<file path="config.mk">
export PLATFORM = sky130hd
export DESIGN_NAME = mc_control_flat
export DESIGN_NICKNAME = d
export VERILOG_FILES = /design/src/rtl/mc_pkg.sv /design/src/rtl/mc_control_if.sv /design/src/rtl/mc_decode.sv /design/src/rtl/mc_control.sv /design/src/flat_wrapper.sv
export SDC_FILE = /design/constraint.sdc
export NUM_CORES = 1
export LEC_CHECK = 0
export ABC_AREA = 1
export CELL_PAD_IN_SITES_DETAIL_PLACEMENT = 1
export CELL_PAD_IN_SITES_GLOBAL_PLACEMENT = 2
export CORE_UTILIZATION = 34
export DETAILED_ROUTE_END_ITERATION = 10
export DONT_BUFFER_PORTS = 1
export PLACE_DENSITY = 0.87
export SYNTH_ARGS = -nofsm -noshare
export SYNTH_HDL_FRONTEND = slang
export SYNTH_HIERARCHICAL = 1
export SYNTH_SLANG_ARGS = --single-unit
</file>
<file path="constraint.sdc">
create_clock -name Clk -period 3.1 [get_ports Clk]
set_clock_uncertainty 0.1 [all_clocks]
set_input_delay 0.62 -clock Clk [delete_from_list [all_inputs] [get_ports Clk]]
set_output_delay 0.62 -clock Clk [all_outputs]
set_load 0.01 [all_outputs]
</file>
<file path="src/rtl/mc_pkg.sv">
// rtl/mc_pkg.sv - shared encodings and per-state control word for mc_control (honours MC_CONTROL_ILLEGAL_TRAP_EN)
package mc_pkg;

  typedef enum logic [2:0] {
    S_IDLE = 3'd0,
    S_IF   = 3'd1,
    S_ID   = 3'd2,
    S_EX   = 3'd3,
    S_MEM  = 3'd4,
    S_WB   = 3'd5,
    S_HALT = 3'd6
  } state_e;

  typedef enum logic [2:0] {
    CLS_R,
    CLS_LW,
    CLS_SW,
    CLS_BR,
    CLS_J,
    CLS_ADDI,
    CLS_BAD
  } cls_e;

  localparam logic [5:0] OP_R    = 6'b000000;
  localparam logic [5:0] OP_LW   = 6'b100011;
  localparam logic [5:0] OP_SW   = 6'b101011;
  localparam logic [5:0] OP_BEQ  = 6'b000100;
  localparam logic [5:0] OP_BNE  = 6'b000101;
  localparam logic [5:0] OP_J    = 6'b000010;
  localparam logic [5:0] OP_ADDI = 6'b001000;

  localparam logic [1:0] ALUOP_ADD   = 2'b00;
  localparam logic [1:0] ALUOP_SUB   = 2'b01;
  localparam logic [1:0] ALUOP_FUNCT = 2'b10;

  typedef struct packed {
    logic       adv;
    logic       branch;
    logic       jump;
    logic       ir_write;
    logic       reg_dst;
    logic       alu_src;
    logic [1:0] alu_op;
    logic       mem_read;
    logic       mem_write;
    logic       mem_to_reg;
    logic       reg_write;
  } ctrl_t;

  // Control word for a (state, class) pair; the advance strobe marks the last state of each class path.
  function automatic ctrl_t ctrl_for(input state_e st, input cls_e cls);
    ctrl_t c;
    c = '0;
    case (st)
      S_IF: c.ir_write = 1'b1;
      S_ID: begin
        if (cls == CLS_J) begin
          c.adv  = 1'b1;
          c.jump = 1'b1;
        end
`ifndef MC_CONTROL_ILLEGAL_TRAP_EN
        if (cls == CLS_BAD) c.adv = 1'b1;
`endif
      end
      S_EX: begin
        case (cls)
          CLS_R: c.alu_op = ALUOP_FUNCT;
          CLS_BR: begin
            c.alu_op = ALUOP_SUB;
            c.adv    = 1'b1;
            c.branch = 1'b1;
          end
          CLS_LW, CLS_SW, CLS_ADDI: begin
            c.alu_op  = ALUOP_ADD;
            c.alu_src = 1'b1;
          end
          default: ;
        endcase
      end
      S_MEM: begin
        c.mem_read  = (cls == CLS_LW);
        c.mem_write = (cls == CLS_SW);
        c.adv       = (cls == CLS_SW);
      end
      S_WB: begin
        c.reg_write  = 1'b1;
        c.adv        = 1'b1;
        c.reg_dst    = (cls == CLS_R);
        c.mem_to_reg = (cls == CLS_LW);
      end
      default: ;
    endcase
    return c;
  endfunction

endpackage

</file>
<file path="src/rtl/mc_control_if.sv">
// rtl/mc_control_if.sv - run/instruction inputs and control outputs of mc_control
interface mc_control_if;
  logic        over;
  logic        sortover;
  logic [31:0] inst;
  logic        IF;
  logic        Branch;
  logic        Jump;
  logic        IRWrite;
  logic        RegDst;
  logic        ALUSrc;
  logic [1:0]  ALUOp;
  logic        MemRead;
  logic        MemWrite;
  logic        MemtoReg;
  logic        RegWrite;
  logic [2:0]  state;
  logic        illegal;

  modport master (
    output over, sortover, inst,
    input  IF, Branch, Jump, IRWrite, RegDst, ALUSrc, ALUOp,
    input  MemRead, MemWrite, MemtoReg, RegWrite, state, illegal
  );

  modport slave (
    input  over, sortover, inst,
    output IF, Branch, Jump, IRWrite, RegDst, ALUSrc, ALUOp,
    output MemRead, MemWrite, MemtoReg, RegWrite, state, illegal
  );
endinterface

</file>
<file path="src/rtl/mc_decode.sv">
// rtl/mc_decode.sv - combinational opcode to instruction-class decoder
module mc_decode
  import mc_pkg::*;
(
  input  logic [5:0] opcode,
  output cls_e       cls
);

  // Map the opcode onto the class that selects the FSM path.
  always_comb begin
    cls = CLS_BAD;
    case (opcode)
      OP_R:           cls = CLS_R;
      OP_LW:          cls = CLS_LW;
      OP_SW:          cls = CLS_SW;
      OP_BEQ, OP_BNE: cls = CLS_BR;
      OP_J:           cls = CLS_J;
      OP_ADDI:        cls = CLS_ADDI;
      default:        cls = CLS_BAD;
    endcase
  end

endmodule

</file>
<file path="src/rtl/mc_control.sv">
// rtl/mc_control.sv - multicycle control FSM with registered outputs; MC_CONTROL_ILLEGAL_TRAP_EN traps unknown opcodes in S_HALT
module mc_control
  import mc_pkg::*;
(
  input  logic         Clk,
  input  logic         Clr,
  mc_control_if.slave  bus
);

  state_e state_q, state_d;
  state_e boundary;
  cls_e   cls_q, cls_d, dec_cls;
  ctrl_t  ctrl_q, ctrl_d;
  logic   start_ok;
  logic   unused_inst;

  assign start_ok    = bus.over & ~bus.sortover;
  assign unused_inst = ^bus.inst[25:0];

  mc_decode u_decode (
    .opcode (bus.inst[31:26]),
    .cls    (dec_cls)
  );

  // Next state, held class and the control word of the state being entered.
  always_comb begin
    boundary = start_ok ? S_IF : S_IDLE;
    state_d  = state_q;
    cls_d    = cls_q;
    case (state_q)
      S_IDLE: state_d = boundary;
      S_IF: begin
        state_d = S_ID;
        cls_d   = dec_cls;
      end
      S_ID: begin
        case (cls_q)
          CLS_J: state_d = boundary;
`ifdef MC_CONTROL_ILLEGAL_TRAP_EN
          CLS_BAD: state_d = S_HALT;
`else
          CLS_BAD: state_d = boundary;
`endif
          default: state_d = S_EX;
        endcase
      end
      S_EX: begin
        case (cls_q)
          CLS_LW, CLS_SW:  state_d = S_MEM;
          CLS_R, CLS_ADDI: state_d = S_WB;
          default:         state_d = boundary;
        endcase
      end
      S_MEM: state_d = (cls_q == CLS_SW) ? boundary : S_WB;
      S_WB:  state_d = boundary;
`ifdef MC_CONTROL_ILLEGAL_TRAP_EN
      S_HALT: state_d = S_HALT;
`endif
      default: state_d = S_IDLE;
    endcase
    ctrl_d = ctrl_for(state_d, cls_d);
  end

`ifdef MC_CONTROL_ILLEGAL_TRAP_EN
  logic illegal_q, illegal_d;
  assign illegal_d   = (state_d == S_HALT);
  assign bus.illegal = illegal_q;

  // Trap flag follows the halt state so it shares the registered-output timing.
  always_ff @(posedge Clk or posedge Clr) begin
    if (Clr) illegal_q <= 1'b0;
    else     illegal_q <= illegal_d;
  end
`else
  assign bus.illegal = 1'b0;
`endif

  // State, class and control outputs; Clr clears everything without waiting for Clk.
  always_ff @(posedge Clk or posedge Clr) begin
    if (Clr) begin
      state_q <= S_IDLE;
      cls_q   <= CLS_R;
      ctrl_q  <= '0;
    end else begin
      state_q <= state_d;
      cls_q   <= cls_d;
      ctrl_q  <= ctrl_d;
    end
  end

  assign bus.state    = state_q;
  assign bus.IF       = ctrl_q.adv;
  assign bus.Branch   = ctrl_q.branch;
  assign bus.Jump     = ctrl_q.jump;
  assign bus.IRWrite  = ctrl_q.ir_write;
  assign bus.RegDst   = ctrl_q.reg_dst;
  assign bus.ALUSrc   = ctrl_q.alu_src;
  assign bus.ALUOp    = ctrl_q.alu_op;
  assign bus.MemRead  = ctrl_q.mem_read;
  assign bus.MemWrite = ctrl_q.mem_write;
  assign bus.MemtoReg = ctrl_q.mem_to_reg;
  assign bus.RegWrite = ctrl_q.reg_write;

endmodule

</file>
<file path="src/flat_wrapper.sv">
// flat-port wrapper written by rule: the top's interface ports become plain ports
module mc_control_flat import mc_pkg::*;
  (Clk, Clr, bus_over, bus_sortover, bus_inst, bus_IF, bus_Branch, bus_Jump, bus_IRWrite, bus_RegDst, bus_ALUSrc, bus_ALUOp, bus_MemRead, bus_MemWrite, bus_MemtoReg, bus_RegWrite, bus_state, bus_illegal);
  mc_control_if bus_i ();
  input  logic Clk;
  input  logic Clr;
  input wire logic [$bits(bus_i.over)-1:0] bus_over;
  input wire logic [$bits(bus_i.sortover)-1:0] bus_sortover;
  input wire logic [$bits(bus_i.inst)-1:0] bus_inst;
  output wire logic [$bits(bus_i.IF)-1:0] bus_IF;
  output wire logic [$bits(bus_i.Branch)-1:0] bus_Branch;
  output wire logic [$bits(bus_i.Jump)-1:0] bus_Jump;
  output wire logic [$bits(bus_i.IRWrite)-1:0] bus_IRWrite;
  output wire logic [$bits(bus_i.RegDst)-1:0] bus_RegDst;
  output wire logic [$bits(bus_i.ALUSrc)-1:0] bus_ALUSrc;
  output wire logic [$bits(bus_i.ALUOp)-1:0] bus_ALUOp;
  output wire logic [$bits(bus_i.MemRead)-1:0] bus_MemRead;
  output wire logic [$bits(bus_i.MemWrite)-1:0] bus_MemWrite;
  output wire logic [$bits(bus_i.MemtoReg)-1:0] bus_MemtoReg;
  output wire logic [$bits(bus_i.RegWrite)-1:0] bus_RegWrite;
  output wire logic [$bits(bus_i.state)-1:0] bus_state;
  output wire logic [$bits(bus_i.illegal)-1:0] bus_illegal;
  assign bus_i.over = bus_over;
  assign bus_i.sortover = bus_sortover;
  assign bus_i.inst = bus_inst;
  assign bus_IF = bus_i.IF;
  assign bus_Branch = bus_i.Branch;
  assign bus_Jump = bus_i.Jump;
  assign bus_IRWrite = bus_i.IRWrite;
  assign bus_RegDst = bus_i.RegDst;
  assign bus_ALUSrc = bus_i.ALUSrc;
  assign bus_ALUOp = bus_i.ALUOp;
  assign bus_MemRead = bus_i.MemRead;
  assign bus_MemWrite = bus_i.MemWrite;
  assign bus_MemtoReg = bus_i.MemtoReg;
  assign bus_RegWrite = bus_i.RegWrite;
  assign bus_state = bus_i.state;
  assign bus_illegal = bus_i.illegal;
  mc_control u_core (.Clk(Clk), .Clr(Clr), .bus(bus_i));
endmodule
</file>
### Word level (Yosys, flattened, before mapping)

Index checks and enable logic that the tools add are counted.

* eq/ne operators: 27
* multiplexer cells: 20
* bitwise gates (word level): 2
* reduce and logical (&&, ||, !) cells: 10

Operators with widths (number)
* $eq A3 B3 Y1 const B: 10
* $eq A3 B2 Y1 const B: 7
* $pmux W3 S6: 1
* $pmux W3 S5: 1
* $eq A3 B1 Y1 const B: 4
* $eq A6 B3 Y1 const B: 2
* $eq A6 B6 Y1 const B: 2
* $mux W3: 4
* $reduce_or A2 Y1: 5
* $logic_not A3 Y1: 3
* $mux W1: 8
* $eq A6 B2 Y1 const B: 1
* $eq A6 B4 Y1 const B: 1
* $logic_not A6 Y1: 1
* $mux W2: 3
* $pmux W3 S2: 1
* $pmux W1 S4: 1
* $pmux W2 S2: 1
* $reduce_or A3 Y1: 1
* $and A1 B1 Y1: 1
* $not A1 Y1: 1

* bits in registers: 18
* input port bits: 36
* output and inout bits: 16
* word-level logic and storage cells: 72

### Depth between registers and ports, before layout

* word-level depth: 8
* gate-level depth with buffers: 13
* gate-level depth less buffers: 13

### Modules after synthesis

The synthesis kept the hierarchy.

Modules (own cells, without submodules)
* mc_control: instances 1, cells an instance 105, area an instance 893.4 sq um, seq. area each 425.4 sq um
* mc_decode: instances 1, cells an instance 27, area an instance 115.1 sq um, seq. area each 0.0 sq um

### Worst setup path before layout

No wires, ideal clock.

* path kind: in2reg
* start point: input port bus_inst[28]
* end point: register u_core.ctrl_q (netlist bit u_core/bus.IF)
* library setup time: 0.069 ns
* arrival: 1.585 ns
* data required time: 2.931 ns
* setup slack: 1.346 ns
* stages on the path: 11
* path buffers: 0
* cells stage by stage: nor2_1 -> nand3_1 -> nand2_1 -> o21ai_0 -> inv_1 -> nand4_1 -> nand2_4 -> nand3_2 -> inv_1 -> nand3_1 -> nand3_1

RTL lines
* start: declaration: line flat_wrapper.sv:9 `input wire logic [$bits(bus_i.inst)-1:0] bus_inst;`
* end signal: assignment: line mc_control.sv:87 `ctrl_q <= ctrl_d;`
* end: declaration: line mc_control.sv:13 `ctrl_t ctrl_q, ctrl_d;`

==> metrics <==
first-pass GRT wire length=between 3000 and 4000 um; Rel. slew slack=56.8%; total CTS buffers=3; Vias=784; dpl ws=1.11 ns; fmax=0.596 GHz; register area share after synthesis=42.2%; Rows=19; Startpoint Class=input pin; initial antenna violation count=0; gpl congestion=0.701; largest stage delay on the critical path=0.16 ns; post-DP HPWL=1710 um; Total Nets Final=170; DRC Markers=0; Die Span X=56.5 um; Reg clk slew, reported paths=0.09 ns; CTS Hold Bufs=0; IO Port Bufs=0; DIE AREA=0.00319 mm2; Die H=56.5 um; CP dominant cell by count=nand3_1; Syn Area/Cell=7.64 um2; Clock Latency Late Sink=0.28 ns; Fin. Hold Viols=0; Final Max Slew Viols=0; hold crit path type=input pin to async pin; Initial Util=between 30% and 40%; CTS tree=built; WL final=2140 um; max cap viols=0; Reg-to-Reg Start=u_core/bus.state[0]; pwr/cell area=825 mW/mm2; H-Tree Depth=1; vias in the first global route=around 840; cell count after synthesis=132; synth warn=6; Seq cells post-synth=17; crit path kind=input pin to flip-flop; setup_tns=0 ns; worst setup margin=~1.4 ns; status=finished, final reports clean; endpoints failing setup=0; RSZ-0062 raised after global routing=no; Worst Path Arrival=between 1.5 and 2 ns; Root Driver=clkbuf_4; Slew @ Worst Pin=about 0.65 ns; total global-route track usage=14.7%; Max Root-Sink Buffers=2; # fillers=354; critical path's slowest cell=nor2_1; Top-Level Pins=52; syn_nets=168; worst path cell trace=nor2_1 > nand3_1 > nand2_1 > o21ai_0 > inv_1 > nand4_1 > nand2_4 > nand3_2 > inv_1 > nand3_1 > nand3_1; CP required=3.22 ns; Non-Filler Instances=164; worst-path maximum fanout=7; storage element area=425 um2; TritonRoute pass-1 iters=4; share of layout cells above drive strength 1=20.3%; fin crit period=1.68 ns; Yosys cell types=21; area occupied by multi-input gates=449 um2; Final period util=54.1%; Avg WL per Cell=13.0 um; n_diodes=0; drt initial violations=24; post_cts resized=0; final antenna-violating net count=0; largest net degree at the start of global routing=18; Placed Cells=160; CTS sink cnt=17; area delta synth->final=3.85%; Post CTS Setup Buffer Count=0; Critical Path End Type=flip-flop; Leakage=0.570 nW; VDD IR max=0.000657 V; total gr overflow=0; Hold WS=0.201 ns; via density per instance=4.78; Core ar.=0.00278 mm2; Post-Syn Area=around 0.001 mm2; crit path launch=bus_inst[28]
## kinds of logic (layout without fill, tap and decap cells)
family	count (synthesis)	in the layout	share of synthesized area, %
AO/OA/AOI/OAI	5	5	3.60
other	1	1	0.372
AND/OR/NAND/NOR	78	78	40.6
flip-flops	17	17	42.2
buffers and inverters	31	32	13.3
## cell usage in the layout (no fill, tap or decap)
cell,Yosys,routed
inv_2,3,3
conb_1,1,1
nor2_4,1,1
nor3_2,1,1
dfrtp_1,17,17
nand4_1,3,3
nor2_1,17,17
clkbuf_1,0,1
nand2_4,3,3
nor2_2,3,3
o21ai_0,2,2
nand2_1,24,24
inv_1,24,24
inv_4,1,1
clkbuf_4,0,3
nor3_1,2,2
o21ai_4,1,1
nand3_2,5,5
nand2_2,6,6
nand3_1,13,13
a21oi_1,2,2
## synth_stat cells
master,number,share of area [%]
buf_6,1,1.1
nor2_2,3,1.9
nand2_2,6,3.7
inv_1,24,8.9
nor3_2,1,0.99
dfrtp_1,17,42
nand2_1,24,8.9
nor3_1,2,0.99
nor2_1,17,6.3
buf_4,2,1.5
nand2_4,3,3.3
inv_4,1,0.62
a21oi_1,2,0.99
inv_2,3,1.1
nand3_1,13,6.5
o21ai_0,2,0.99
o21ai_4,1,1.6
nand3_2,5,5.0
nor2_4,1,1.1
conb_1,1,0.37
nand4_1,3,1.9
## per-stage QoR
stage	utilization, %	instance area [um2]	total power (W)
floorplan	-	1010	0.000680
global placement	36.7	1020	0.000735
detailed placement	36.7	1020	0.000758
CTS	37.7	1050	0.000877
global route	37.7	1050	0.000939
finish	37.7	1050	0.000864
## cell type report
| class | instances | area share [%] |
|---|---|---|
| Multi-Input combinational cell | 84 | 42.9 |
| Sequential cell | 17 | 40.6 |
| Inverter | 28 | 10.3 |
| Tap cell | 31 | 3.70 |
| Clock buffer | 4 | 2.51 |
## registers in the layout (all words and copies together), names as in the netlist
name                 count
u_core/bus.MemWrite      1
u_core/bus.ALUSrc        1
u_core/bus.Jump          1
u_core/cls_q             3
u_core/bus.state         3
u_core/bus.ALUOp         1
u_core/bus.MemRead       1
u_core/bus.Branch        1
u_core/bus.MemtoReg      1
u_core/bus.RegWrite      1
u_core/bus.RegDst        1
u_core/bus.IRWrite       1
u_core/bus.IF            1
## routing by layer
layer	vias to the layer above	global-route usage [%]	wire (um)
li1	399	-	-
met5	-	0	0
met4	0	2.09	11
met2	20	24.4	1050
met1	363	18.6	983
met3	2	5.30	96
## power breakdown
| part | total, W | switching, W | internal [W] |
|---|---|---|---|
| Clock | 0.000116 | 0.0000657 | 0.0000500 |
| Combinational | 0.000394 | 0.000276 | 0.000118 |
| Sequential | 0.000354 | 0.0000818 | 0.000272 |
| Total | 0.000864 | 0.000423 | 0.000441 |
## critical path, delay by kind of cell
kind	cells	cell delay (ns)
compound gates	1	0.08
buf+inv	2	0.14
simple gates	8	0.96
## worst paths after layout
path | end | slack (ns) | cells past startpoint
worst max-delay path | u_core/bus.IF | 1.42 | 11
worst min register to register | u_core/bus.state[2] | 0.55 | 3
worst max register to register | u_core/bus.IF | 1.46 | 6
max in group asynchronous | u_core/bus.IF | 2.29 | 1
min in group Clk | u_core/bus.state[2] | 0.55 | 3
worst min-delay path | u_core/bus.RegWrite | 0.20 | 1
Power figures use the tool's default switching activity.
